## config.mk

```make
export PLATFORM = sky130hd
export DESIGN_NAME = ram_if_master_flat
export DESIGN_NICKNAME = d
export VERILOG_FILES = /design/src/rtl/ram_if_master_if.sv /design/src/rtl/ram_if_master.sv /design/src/flat_wrapper.sv
export SDC_FILE = /design/constraint.sdc
export NUM_CORES = 1
export LEC_CHECK = 0
export CORE_MARGIN = 3
export CORE_UTILIZATION = 52
export CTS_BUF_LIST = sky130_fd_sc_hd__clkbuf_8
export DETAILED_ROUTE_END_ITERATION = 10
export GPL_TIMING_DRIVEN = 0
export PLACE_DENSITY_LB_ADDON = 0.2
export SYNTH_ARGS = -nofsm -noshare
export SYNTH_HDL_FRONTEND = slang
export SYNTH_SLANG_ARGS = --single-unit
```

## constraint.sdc

```tcl
create_clock -name clk -period 4.4 [get_ports clk]
set_clock_uncertainty 0.1 [all_clocks]
set_input_delay 0.88 -clock clk [delete_from_list [all_inputs] [get_ports clk]]
set_output_delay 0.88 -clock clk [all_outputs]
set_load 0.02 [all_outputs]
```

## src/rtl/ram_if_master_if.sv

```systemverilog
// Ram_if memory port: client drives the access, slave returns data and stall.
// data_r is valid the cycle after an access is taken (en=1, delay=0).
interface Ram_if #(
    parameter int ADDR_WIDTH = 10,
    parameter int DATA_WIDTH = 32
);
    localparam int BYTE_COUNT = (DATA_WIDTH + 7) / 8;

    logic                  en;
    logic                  we;
    logic [BYTE_COUNT-1:0] be;
    logic [ADDR_WIDTH-1:0] addr;
    logic [DATA_WIDTH-1:0] data_w;
    logic [DATA_WIDTH-1:0] data_r;
    logic                  delay;

    modport client (
        output en, we, be, addr, data_w,
        input  data_r, delay
    );

    modport slave (
        input  en, we, be, addr, data_w,
        output data_r, delay
    );
endinterface

```

## src/rtl/ram_if_master.sv

```systemverilog
// Ram_if initiator: request stream in, registered accesses out,
// read data returned in order through a credit-guarded response FIFO.
module ram_if_master #(
    parameter int ADDR_WIDTH = 10,
    parameter int DATA_WIDTH = 32,
    parameter int RSP_DEPTH  = 4,
    localparam int BYTE_COUNT = (DATA_WIDTH + 7) / 8
) (
    input  logic                  clk,
    input  logic                  reset,
    input  logic                  req_valid,
    output logic                  req_ready,
    input  logic                  req_we,
    input  logic [BYTE_COUNT-1:0] req_be,
    input  logic [ADDR_WIDTH-1:0] req_addr,
    input  logic [DATA_WIDTH-1:0] req_data,
    output logic                  rsp_valid,
    input  logic                  rsp_ready,
    output logic [DATA_WIDTH-1:0] rsp_data,
    output logic                  busy,
    Ram_if.client                 intf
);
    localparam int PW = $clog2(RSP_DEPTH);
    localparam int CW = PW + 1;
    localparam int SW = CW + 1;

    logic                  rst_sync_q;
    logic                  en_q, en_d;
    logic                  we_q, we_d;
    logic [BYTE_COUNT-1:0] be_q, be_d;
    logic [ADDR_WIDTH-1:0] addr_q, addr_d;
    logic [DATA_WIDTH-1:0] data_w_q, data_w_d;
    logic                  rd_pend_q, rd_pend_d;
    logic [PW-1:0]         wr_ptr_q, wr_ptr_d;
    logic [PW-1:0]         rd_ptr_q, rd_ptr_d;
    logic [CW-1:0]         count_q, count_d;
    logic [DATA_WIDTH-1:0] mem_q [RSP_DEPTH];

    logic          slot_free;
    logic          credit;
    logic          accept;
    logic          push;
    logic          pop;
    logic [SW-1:0] used;

    // Handshake: slot availability, read credit and accept decision.
    always_comb begin
        slot_free = !en_q || !intf.delay;
        used      = SW'(count_q) + SW'(en_q && !we_q) + SW'(rd_pend_q);
        credit    = (used + SW'(1)) <= SW'(RSP_DEPTH);
        req_ready = slot_free && (req_we || credit) && rst_sync_q;
        accept    = req_valid && req_ready;
        push      = rd_pend_q;
        pop       = (count_q != '0) && rsp_ready;
    end

    // Access register next state; held while memory stalls.
    always_comb begin
        en_d     = en_q;
        we_d     = we_q;
        be_d     = be_q;
        addr_d   = addr_q;
        data_w_d = data_w_q;
        if (accept) begin
            en_d     = 1'b1;
            we_d     = req_we;
            be_d     = req_we ? req_be : '1;
            addr_d   = req_addr;
            data_w_d = req_data;
        end else if (slot_free) begin
            en_d = 1'b0;
        end
        rd_pend_d = en_q && !we_q && !intf.delay;
    end

    // Response FIFO pointer and occupancy next state.
    always_comb begin
        wr_ptr_d = wr_ptr_q + PW'(push);
        rd_ptr_d = rd_ptr_q + PW'(pop);
        count_d  = count_q + CW'(push) - CW'(pop);
    end

    // Control state; reset drops any in-flight access or read.
    always_ff @(posedge clk or negedge reset) begin
        if (!reset) begin
            rst_sync_q <= 1'b0;
            en_q       <= 1'b0;
            we_q       <= 1'b0;
            be_q       <= '0;
            addr_q     <= '0;
            data_w_q   <= '0;
            rd_pend_q  <= 1'b0;
            wr_ptr_q   <= '0;
            rd_ptr_q   <= '0;
            count_q    <= '0;
        end else begin
            rst_sync_q <= 1'b1;
            en_q       <= en_d;
            we_q       <= we_d;
            be_q       <= be_d;
            addr_q     <= addr_d;
            data_w_q   <= data_w_d;
            rd_pend_q  <= rd_pend_d;
            wr_ptr_q   <= wr_ptr_d;
            rd_ptr_q   <= rd_ptr_d;
            count_q    <= count_d;
        end
    end

    // FIFO storage captures data_r the cycle after a read is taken.
    always_ff @(posedge clk) begin
        if (push) begin
            mem_q[wr_ptr_q] <= intf.data_r;
        end
    end

    assign intf.en     = en_q;
    assign intf.we     = we_q;
    assign intf.be     = be_q;
    assign intf.addr   = addr_q;
    assign intf.data_w = data_w_q;

    assign rsp_valid = count_q != '0;
    assign rsp_data  = rsp_valid ? mem_q[rd_ptr_q] : '0;
    assign busy      = en_q || rd_pend_q || rsp_valid;
endmodule

```

## src/flat_wrapper.sv

```systemverilog
// flat-port wrapper written by rule: the top's interface ports become plain ports
module ram_if_master_flat 
#(
    parameter int ADDR_WIDTH = 10,
    parameter int DATA_WIDTH = 32,
    parameter int RSP_DEPTH  = 4,
    localparam int BYTE_COUNT = (DATA_WIDTH + 7) / 8
)
  (clk, reset, req_valid, req_ready, req_we, req_be, req_addr, req_data, rsp_valid, rsp_ready, rsp_data, busy, intf_en, intf_we, intf_be, intf_addr, intf_data_w, intf_data_r, intf_delay);
  Ram_if #(.ADDR_WIDTH(ADDR_WIDTH), .DATA_WIDTH(DATA_WIDTH)) intf_i ();
  input  logic clk;
  input  logic reset;
  input  logic req_valid;
  output logic req_ready;
  input  logic req_we;
  input  logic [BYTE_COUNT-1:0] req_be;
  input  logic [ADDR_WIDTH-1:0] req_addr;
  input  logic [DATA_WIDTH-1:0] req_data;
  output logic rsp_valid;
  input  logic rsp_ready;
  output logic [DATA_WIDTH-1:0] rsp_data;
  output logic busy;
  output wire logic [$bits(intf_i.en)-1:0] intf_en;
  output wire logic [$bits(intf_i.we)-1:0] intf_we;
  output wire logic [$bits(intf_i.be)-1:0] intf_be;
  output wire logic [$bits(intf_i.addr)-1:0] intf_addr;
  output wire logic [$bits(intf_i.data_w)-1:0] intf_data_w;
  input wire logic [$bits(intf_i.data_r)-1:0] intf_data_r;
  input wire logic [$bits(intf_i.delay)-1:0] intf_delay;
  assign intf_en = intf_i.en;
  assign intf_we = intf_i.we;
  assign intf_be = intf_i.be;
  assign intf_addr = intf_i.addr;
  assign intf_data_w = intf_i.data_w;
  assign intf_i.data_r = intf_data_r;
  assign intf_i.delay = intf_delay;
  ram_if_master #(.ADDR_WIDTH(ADDR_WIDTH), .DATA_WIDTH(DATA_WIDTH), .RSP_DEPTH(RSP_DEPTH)) u_core (.clk(clk), .reset(reset), .req_valid(req_valid), .req_ready(req_ready), .req_we(req_we), .req_be(req_be), .req_addr(req_addr), .req_data(req_data), .rsp_valid(rsp_valid), .rsp_ready(rsp_ready), .rsp_data(rsp_data), .busy(busy), .intf(intf_i));
endmodule
```

[Word-level counts from Yosys, hierarchy flattened]
Memory sizes are Yosys's and may differ from the RTL's.
Cells that the tools add are included.
Storage, ports and cells
  bits in registers: 57
  memory bits (writable): 128
  input port bits: 84
  output and inout port bits: 83
  logic and storage cells: 40
  memories kept: 1
Memories
  u_core.mem_q: words 4, width 32, read ports 1, clocked after Yosys merged registers in 0, wr ports 1, RTL line ram_if_master.sv:37  | logic [DATA_WIDTH-1:0] mem_q [RSP_DEPTH];
Operators by class
  add/subtract/negate cells: 7
  order comparisons: 1
  mux-type cells: 6
  reduce and logical (&&, ||, !) cells: 15
Operators with widths (count)
  $mux 32: 1
  $logic_and 1x1->1: 6
  $add 2x1->2: 2
  $add 3x1->4: 1
  $add 4x1->4: 1
  $add 4x1->4 const B: 1
  $le 4x3->1 const B: 1
  $logic_or 1x1->1: 4
  $mux 1: 4
  $mux 4: 1
  $add 3x1->3: 1
  $logic_not 1->1: 3
  $reduce_bool 3->1: 1
  $sub 3x1->3: 1
  $reduce_bool 2->1: 1

[Longest topological paths before layout]
Gate-level depths: netlist of the first run.
  depth after elaboration: 11
  depth in mapped cells: 11
  gate-level depth less buffers: 9

[Worst setup path before layout of the first run]
Ideal clock, no wire load.
  path type: register -> register
  start point: register u_core.rd_pend_q, in the netlist u_core.push
  end point: memory u_core.mem_q[0][0], enable pin
  library setup time: 0.468 ns
  data arrival time: 2.841 ns
  required time: 3.832 ns
  setup slack: 0.991 ns
  stages on the path, launching flop included: 2
  buffers on the path: 0
  clock period less this slack: 3.409 ns
  cells stage by stage: dfrtp_1 > nor3b_1
On the way
  cells in the longest elaborated chain, start to end: 2
Ends and longest elaborated chain
  start, declared: RTL line ram_if_master.sv:33  | logic rd_pend_q, rd_pend_d;
  start signal, assigned: RTL line ram_if_master.sv:103  | rd_pend_q <= rd_pend_d;
  $mux 1: RTL line ram_if_master.sv:112  | if (push) begin
  $mux 1 (not written as such): RTL line ram_if_master.sv:113  | mem_q[wr_ptr_q] <= intf.data_r;
  end, declared: RTL line ram_if_master.sv:37
No other way between the ends.

[Worst setup path in the final report of the first run]
  start point: register u_core.we_q, in the netlist u_core.intf.we
  end point: output req_ready
On the way
  cells in the longest elaborated chain, start to end: 9
Ends and longest elaborated chain
  start, declared: RTL line ram_if_master.sv:29  | logic we_q, we_d;
  start signal, assigned: RTL line ram_if_master.sv:99  | we_q <= we_d;
  $logic_not 1->1: RTL line ram_if_master.sv:49  | used = SW'(count_q) + SW'(en_q && !we_q) + SW'(rd_pend_q);
  $logic_and 1x1->1: RTL line ram_if_master.sv:49
  $add 3x1->4: RTL line ram_if_master.sv:49
  $add 4x1->4: RTL line ram_if_master.sv:49
  $add 4x1->4: RTL line ram_if_master.sv:50  | credit = (used + SW'(1)) <= SW'(RSP_DEPTH);
  $le 4x3->1: RTL line ram_if_master.sv:50
  $logic_or 1x1->1: RTL line ram_if_master.sv:51  | req_ready = slot_free && (req_we || credit) && rst_sync_q;
  $logic_and 1x1->1 (2 in series): RTL line ram_if_master.sv:51
  end, declared: RTL line flat_wrapper.sv:14  | output logic req_ready;
No other way between the ends.

==> results of run 1 <==
## layout by cell type (no fill, tap or decap)
cell type / Yosys / routed
sky130_fd_sc_hd__nor2_4: 0 / 1
sky130_fd_sc_hd__buf_2: 5 / 6
sky130_fd_sc_hd__mux2_4: 19 / 19
sky130_fd_sc_hd__mux2_2: 28 / 28
sky130_fd_sc_hd__a21o_1: 1 / 1
sky130_fd_sc_hd__o311ai_2: 1 / 1
sky130_fd_sc_hd__mux4_2: 32 / 32
sky130_fd_sc_hd__buf_8: 0 / 1
sky130_fd_sc_hd__inv_8: 0 / 1
sky130_fd_sc_hd__edfxtp_1: 128 / 128
sky130_fd_sc_hd__nand2b_1: 5 / 5
sky130_fd_sc_hd__and2_1: 33 / 33
sky130_fd_sc_hd__dfrtp_1: 57 / 57
sky130_fd_sc_hd__ha_1: 7 / 7
sky130_fd_sc_hd__and3b_2: 0 / 1
sky130_fd_sc_hd__clkinvlp_4: 0 / 3
sky130_fd_sc_hd__and3_2: 0 / 1
sky130_fd_sc_hd__xor2_1: 2 / 2
sky130_fd_sc_hd__clkdlybuf4s50_1: 0 / 165
sky130_fd_sc_hd__or3_1: 2 / 2
sky130_fd_sc_hd__buf_6: 3 / 5
sky130_fd_sc_hd__nand2_1: 2 / 2
sky130_fd_sc_hd__a21oi_1: 1 / 1
sky130_fd_sc_hd__inv_1: 6 / 6
sky130_fd_sc_hd__buf_12: 0 / 1
sky130_fd_sc_hd__clkbuf_8: 0 / 18
sky130_fd_sc_hd__clkbuf_1: 9 / 9
sky130_fd_sc_hd__fa_1: 2 / 2
sky130_fd_sc_hd__buf_16: 0 / 1
sky130_fd_sc_hd__nor2_1: 4 / 3
sky130_fd_sc_hd__xnor2_1: 3 / 3
sky130_fd_sc_hd__bufinv_16: 0 / 3
sky130_fd_sc_hd__nor3b_1: 2 / 1
sky130_fd_sc_hd__conb_1: 1 / 1
sky130_fd_sc_hd__clkinv_2: 0 / 3
sky130_fd_sc_hd__nor3b_2: 1 / 2
sky130_fd_sc_hd__clkinv_4: 0 / 4
## stage by stage
| stage | utilization | worst slack, ns | hold WS, ns |
|---|---|---|---|
| 2_1_floorplan | - | 0.991 | 0.377 |
| 3_3_place_gp | 0.680 | -0.930 | 0.389 |
| 3_5_place_dp | 0.687 | 0.858 | 0.396 |
| 4_1_cts | 0.718 | 0.289 | 0.371 |
| 5_1_grt | 0.718 | 0.154 | 0.396 |
| 6_report | 0.718 | 0.359 | 0.382 |
## cells in the mapped netlist, types with 3 or more instances
cell / count
sky130_fd_sc_hd__and2_1: 33
sky130_fd_sc_hd__buf_2: 5
sky130_fd_sc_hd__buf_6: 3
sky130_fd_sc_hd__clkbuf_1: 9
sky130_fd_sc_hd__dfrtp_1: 57
sky130_fd_sc_hd__edfxtp_1: 128
sky130_fd_sc_hd__ha_1: 7
sky130_fd_sc_hd__inv_1: 6
sky130_fd_sc_hd__mux2_2: 28
sky130_fd_sc_hd__mux2_4: 19
sky130_fd_sc_hd__mux4_2: 32
sky130_fd_sc_hd__nand2b_1: 5
sky130_fd_sc_hd__nor2_1: 4
sky130_fd_sc_hd__xnor2_1: 3
## registers in the layout, indices dropped and copies added (netlist names)
name / flops
u_core.rd_ptr_q: 2
u_core.intf.be: 4
u_core.rst_sync_q: 1
u_core.intf.we: 1
u_core.intf.en: 1
u_core.count_q: 3
u_core.wr_ptr_q: 2
u_core.mem_q: 128
u_core.intf.data_w: 32
u_core.push: 1
u_core.intf.addr: 10
## layout make-up
class,count,share of cell area
Clock buffer,18,0.0257
Multi-Input combinational cell,148,0.193
Timing Repair Buffer,171,0.181
Sequential cell,185,0.548
Tap cell,176,0.0229
Clock inverter,14,0.0181
Inverter,6,0.00234
Buffer,17,0.00962
## cell families (layout without fill, tap and decap cells)
logic type | after synthesis | in the layout | share of synthesized area
buf+inv | 23 | 226 | 0.0159
other cells | 1 | 1 | 0.000519
fa+ha+maj | 9 | 9 | 0.0177
flops | 185 | 185 | 0.729
mux | 79 | 79 | 0.183
compound gates | 3 | 3 | 0.00398
xor+xnor | 5 | 5 | 0.00606
simple gates | 51 | 51 | 0.0436
## report_power, final
group	switching (mW)	internal, mW
registers	0.192	2.21
clock network	0.598	0.580
logic	1.32	1.55
total	2.11	4.33
## layer usage
layer / part of all wire / vias up / track usage
met5: 0 / - / 0
met4: 0.019 / 0 / 0.0810
met3: 0.097 / 21 / 0.0872
met2: 0.49 / 140 / 0.313
met1: 0.40 / 1935 / 0.246
li1: - / 1735 / -
## how the worst max path moves through the flow
stage                         startpoint                   to  depth (start not counted)  slack, ns
after global routing      u_core.intf.we            req_ready                          9       0.15
after global placement       u_core.push  u_core.mem_q[0][19]                          1      -0.93
after detailed placement  u_core.intf.we            req_ready                          9       0.86
after CTS                 u_core.intf.we            req_ready                          9       0.29
after floorplan              u_core.push   u_core.mem_q[0][0]                          1       0.99
final                     u_core.intf.we            req_ready                          9       0.36
==> reports/summary.txt, run 1 <==
========================================================================================
Routed wire length ........................................................     13900 um
Portion of the clock cycle consumed by the worst path in the final layout .        0.918
Placement Rows ............................................................           42
Max cap viols .............................................................            0
Overall power .............................................................      6.44 mW
Worst max-slew margin expressed relative to the limit .....................        0.426
First-pass GRT wire length ................................................     22600 um
Gate Count Post-Synth .....................................................          356
Final number of hold-violating endpoints ..................................            0
Clock net sink count ......................................................          185
Number of nets produced by synthesis ......................................          449
Dpl hpwl ..................................................................      9680 um
Sort of element at the start of the critical path .........................    flip-flop
Longest Clk Path Bufs .....................................................            2
Clock network latency to the later pin of the worst-skew pair .............      0.46 ns
Number of resized instances in the post-cts repair step ...................            0
Synth area leaders ........................................................ sky130_fd_sc_hd__edfxtp_1 53%, sky130_fd_sc_hd__dfrtp_1 20%, sky130_fd_sc_hd__mux4_2 10%, sky130_fd_sc_hd__mux2_2 4.4%, sky130_fd_sc_hd__mux2_4 3.9%
Total CTS buffers .........................................................           17
Maximum VDD drop ..........................................................     0.391 mV
Diodes inserted ...........................................................            0
P_leak ....................................................................      3.46 nW
Aggregate negative setup slack ............................................         0 ns
H-tree depth ..............................................................            4
Fin nets ..................................................................          639
Fill cells ................................................................          855
Initial Util ..............................................................        0.539
Cell breakdown of the critical path ....................................... nand2b_1 > ha_1 > inv_1 > ha_1 > fa_1 > xnor2_1 > o311ai_2 > nor2_1 > clkdlybuf4s50_1
Via count of the first global-routing pass ................................         4292
IO Pins ...................................................................          167
Final slew viol count .....................................................            0
Share of flip-flops with an asynchronous set or reset after synthesis .....        0.308
Initial drt markers .......................................................          319
Final routed wire length divided by cell count ............................      19.0 um
Post-CTS setup buffer count ...............................................            0
Cell family with most CP delay ............................................  adder cells
Biggest area consumer among synthesized cells ............................. sky130_fd_sc_hd__edfxtp_1
Master cell of the clock root buffer ...................................... sky130_fd_sc_hd__clkbuf_8
P&R area growth vs syn ....................................................        33.2%
Top achievable clock speed ................................................    0.247 GHz
Sort of element at the end of the critical path ...........................   output pin
Worst-case reg-to-reg path depth ..........................................           11
Number of detailed-routing iterations run before antenna repair ...........            4
Area used by multi-input combinational logic ..............................     1860 um2
Distinct cell type count after synthesis ..................................           26
Count of non-filler cells in the finished layout ..........................          735
Mean cell area of the mapped netlist ......................................     20.3 um2
Max FO, Critical Path .....................................................            3
Largest incremental delay on the critical path ............................      0.57 ns
Most used flip-flop cell after synthesis .................................. sky130_fd_sc_hd__edfxtp_1
Clock tree from TritonCTS .................................................         done
R2R Setup Slk .............................................................      1.44 ns
Drt via density ...........................................................         5.21
Status ....................................................................    completed
Buffers and inverters on the worst path ...................................            2
Sequential fraction of the synthesis area .................................        0.729
Register bit total from synthesis .........................................          185
Shortest period the worst path allows .....................................      4.04 ns
DRC .......................................................................            0
Post-synthesis cell area ..................................................     7230 um2
Total power per unit cell area ............................................   670 nW/um2
Die height ................................................................       124 um
FF+latch area .............................................................     5270 um2
Kind of critical path .....................................................      reg2out
Overflow after GRT ........................................................            0
Critical Path Slowest Stage Cell .......................................... sky130_fd_sc_hd__clkdlybuf4s50_1
Die width .................................................................       124 um
Clock transition at path regs .............................................      0.09 ns
Area share of the largest cell type after synthesis .......................        0.532
Inst Count DP .............................................................          703
Hold Buf Count CTS ........................................................            0
WP data required ..........................................................      3.42 ns
Global placer's final weighted congestion .................................        0.723
Most used cell along the critical path .................................... sky130_fd_sc_hd__ha_1
Pin count of the biggest net entering global routing ......................           34
Count of nets left with antenna violations after detail routing ...........            0
Capturing point of the worst reg2reg path ................................. u_core.intf.data_w[7]
Final setup vio count .....................................................            0
Total number of vias ......................................................         3831
Number of warnings issued by yosys ........................................            0
Overall global routing resource usage .....................................        0.200
Critical path arrival .....................................................      3.06 ns
Setup repair after global routing missed its margin .......................        false
Cell area after layout ....................................................     9620 um2
Slew at the pin closest to its max-slew limit .............................     0.860 ns
Cell area after placement .................................................     9200 um2
Number of enable-type register cells in the synthesized netlist ...........          128
Worst min path class ......................................................     in2async
Die Outline Area ..........................................................    15300 um2
Input/output buffers ......................................................          166
Number of antenna violations at the first check in global routing .........            0
Worst reg2reg startpoint .................................................. u_core.intf.we
Fraction of final layout cells with drive strength greater than 1 .........        0.234
Core Area .................................................................    13400 um2
========================================================================================
Note: power is estimated with default switching activity, not from simulation.
==> run 2: changes to the inputs <==
Settings changed: CAP_MARGIN from default to 0, CORE_UTILIZATION 52 to 56.
Clock period 4.4 ns to 4.7 ns, I/O delays scaled along.
==> run 2 against run 1 <==
  * Cell area decreased by 0.69%
  * Global-route usage increased by 1.3 points
  * Count of clock-buffer cells in the layout increased by 1
  * Critical path depth unchanged
  * Register-to-register slack improved by 0.32 ns
  * Sequential cell count unchanged
  * Wire length increased by 0.32%
  * Non-clock buffer count unchanged
  * Via count increased by 0.18%
  * Cell count decreased by 1.1%
  * Critical path type unchanged
  * Largest power group unchanged
==> reports/summary.txt, run 2 (synthesis results as in run 1) <==
========================================================================================
Aggregate negative setup slack ............................................         0 ns   unchanged
Max cap viols .............................................................            0   unchanged
Longest Clk Path Bufs .....................................................            2   unchanged
DRC .......................................................................            0   unchanged
Count of non-filler cells in the finished layout ..........................          727   -1.1%
Most frequent cells in the layout ......................................... 165 x sky130_fd_sc_hd__clkdlybuf4s50_1, 128 x sky130_fd_sc_hd__edfxtp_1, 57 x sky130_fd_sc_hd__dfrtp_1
Die height ................................................................       120 um   -3.5%
Count of nets left with antenna violations after detail routing ...........            0   unchanged
Number of flip-flops in the largest register ..............................          128   unchanged
Dpl hpwl ..................................................................      9700 um   +0.15%
Critical path arrival .....................................................      2.98 ns   -0.08 ns
Capturing point of the worst reg2reg path ................................. u_core.intf.data_w[7]
Pin count of the biggest net entering global routing ......................           39   +15%
Top achievable clock speed ................................................    0.249 GHz
Setup repair after global routing missed its margin .......................        false
H-tree depth ..............................................................            4   unchanged
Inst Count DP .............................................................          695   -1.1%
Share of total power consumed by net switching ............................        0.325   -0.00201
Kind of critical path .....................................................      reg2out
Largest register by flop count ............................................ u_core.mem_q
Sort of element at the end of the critical path ...........................   output pin
Post-CTS setup buffer count ...............................................            0   unchanged
Clock network latency to the later pin of the worst-skew pair .............      0.44 ns   -0.02 ns
WP data required ..........................................................      3.66 ns   +0.24 ns
Die width .................................................................       120 um   -3.5%
Post-layout util ..........................................................        0.776   +0.0581
P&R area growth vs syn ....................................................        32.3%
Overall power .............................................................      5.93 mW   -8.0%
Clock transition at path regs .............................................      0.08 ns   about the same
IO Pins ...................................................................          167   unchanged
Internal Pwr Total ........................................................      4.00 mW   -7.7%
Overflow after GRT ........................................................            0   unchanged
Total number of vias ......................................................         3838   +0.18%
P_leak ....................................................................      3.45 nW   -0.27%
Cell area after placement .................................................     9180 um2   -0.23%
Hold WS ...................................................................     0.355 ns   -0.0269 ns
Part of the total power dissipated in combinational logic .................        0.454   +0.009
Initial Util ..............................................................        0.587   +0.0477
Maximum VDD drop ..........................................................     0.402 mV   +2.8%
Worst-case reg-to-reg path depth ..........................................           11   unchanged
First-pass GRT wire length ................................................     23000 um   +1.9%
Master cell of the clock root buffer ...................................... sky130_fd_sc_hd__clkbuf_8
Worst reg2reg startpoint .................................................. u_core.intf.we
Total CTS buffers .........................................................           17   unchanged
Power share of the clock group ............................................        0.167   -0.016
Final setup vio count .....................................................            0   unchanged
Final slew viol count .....................................................            0   unchanged
Number of detailed-routing iterations run before antenna repair ...........            4   unchanged
Die Outline Area ..........................................................    14300 um2   -6.8%
Overall global routing resource usage .....................................        0.213   +0.0129
Drt via density ...........................................................         5.28   +1.3%
Sw power ..................................................................      1.93 mW   -8.6%
Total power per unit cell area ............................................   620 nW/um2   -7.4%
Slew at the pin closest to its max-slew limit .............................     0.854 ns   -0.00668 ns
Clock tree from TritonCTS .................................................         done
Fraction of final layout cells with drive strength greater than 1 .........        0.224   -0.0107
Clock net sink count ......................................................          185   unchanged
Routed wire length ........................................................     14000 um   +0.32%
Max FO, Critical Path .....................................................            3   unchanged
Setup Slack @ Placement ...................................................      1.10 ns   +0.240 ns
Final routed wire length divided by cell count ............................      19.2 um   +1.4%
Fin nets ..................................................................          639   unchanged
Number of antenna violations at the first check in global routing .........            0   unchanged
Shortest period the worst path allows .....................................      4.02 ns
Core Area .................................................................    12300 um2   -8.1%
Global placer's final weighted congestion .................................        0.740   +2.3%
Worst max-slew margin expressed relative to the limit .....................        0.431   +0.00445
Input/output buffers ......................................................          166   unchanged
Placement Rows ............................................................           40   -4.8%
Worst min path class ......................................................     in2async
Sort of element at the start of the critical path .........................    flip-flop
Most common cell after layout, fill and taps aside ........................ sky130_fd_sc_hd__clkdlybuf4s50_1
R2R Setup Slk .............................................................      1.76 ns   +0.32 ns
Initial drt markers .......................................................          289   -9.4%
Status ....................................................................    completed
Via count of the first global-routing pass ................................         4401   +2.5%
Crit path setup slack, layout .............................................     0.680 ns   +0.321 ns
Number of resized instances in the post-cts repair step ...................            0   unchanged
Hold Buf Count CTS ........................................................            0   unchanged
Portion of the clock cycle consumed by the worst path in the final layout .        0.855
Diodes inserted ...........................................................            0   unchanged
Part of the total power dissipated in sequential elements .................        0.378   +0.006
Cell area after layout ....................................................     9560 um2   -0.69%
Final number of hold-violating endpoints ..................................            0   unchanged
========================================================================================
-- run 2: cell types whose count changed in the layout (fill, tap and decap cells not counted) --
cell	change
sky130_fd_sc_hd__clkbuf_8	+1
sky130_fd_sc_hd__buf_16	-1
sky130_fd_sc_hd__buf_8	-1
sky130_fd_sc_hd__buf_6	+1
sky130_fd_sc_hd__inv_8	-1
sky130_fd_sc_hd__clkinv_1	+1
sky130_fd_sc_hd__clkinv_4	-4
sky130_fd_sc_hd__buf_12	+1
sky130_fd_sc_hd__inv_1	+5
sky130_fd_sc_hd__clkinv_2	-1
sky130_fd_sc_hd__bufinv_16	-1
-- run 2: metal layers --
| metal | share of wire | global-route usage |
|---|---|---|
| met5 | 0 | 0 |
| met4 | 0.016 | 0.0787 |
| met3 | 0.10 | 0.0975 |
| met2 | 0.51 | 0.352 |
| met1 | 0.37 | 0.245 |
-- run 2: worst max path at each step --
stage          slack [ns]           start  cells after the start                   to
5_1_grt              0.48  u_core.intf.we                      9            req_ready
3_5_place_dp         1.10          req_we                      4            req_ready
4_1_cts              0.61  u_core.intf.we                      9            req_ready
2_1_floorplan        1.29     u_core.push                      1   u_core.mem_q[0][0]
3_3_place_gp        -0.59     u_core.push                      1  u_core.mem_q[0][12]
6_report             0.68  u_core.intf.we                      9            req_ready
-- run 2: area by class of cell --
type	instances	area [um2]
sequential	185	5270
fill	770	2750
multi-input combinational	148	1860
timing repair buffer	171	1730
clock buffer	19	262
tap	168	210
clock inverter	13	115
buffer	17	92.6
inverter	6	22.5
-- run 2: worst max-delay path: stages (launching register included) --
cell                              delay (ns)
sky130_fd_sc_hd__dfrtp_1                0.40
sky130_fd_sc_hd__nand2b_1               0.16
sky130_fd_sc_hd__ha_1                   0.28
sky130_fd_sc_hd__inv_1                  0.04
sky130_fd_sc_hd__ha_1                   0.19
sky130_fd_sc_hd__fa_1                   0.38
sky130_fd_sc_hd__xnor2_1                0.14
sky130_fd_sc_hd__o311ai_2               0.32
sky130_fd_sc_hd__nor2_1                 0.07
sky130_fd_sc_hd__clkdlybuf4s50_1        0.56
-- run 2: power groups by stage --
stage	sequential, mW	clock, mW	combinational, mW
6_report	2.24	0.992	2.69
2_1_floorplan	2.51	0	1.31
3_3_place_gp	2.26	0	2.68
4_1_cts	2.25	1.02	2.74
5_1_grt	2.29	1.09	2.89
3_5_place_dp	2.27	0	2.73
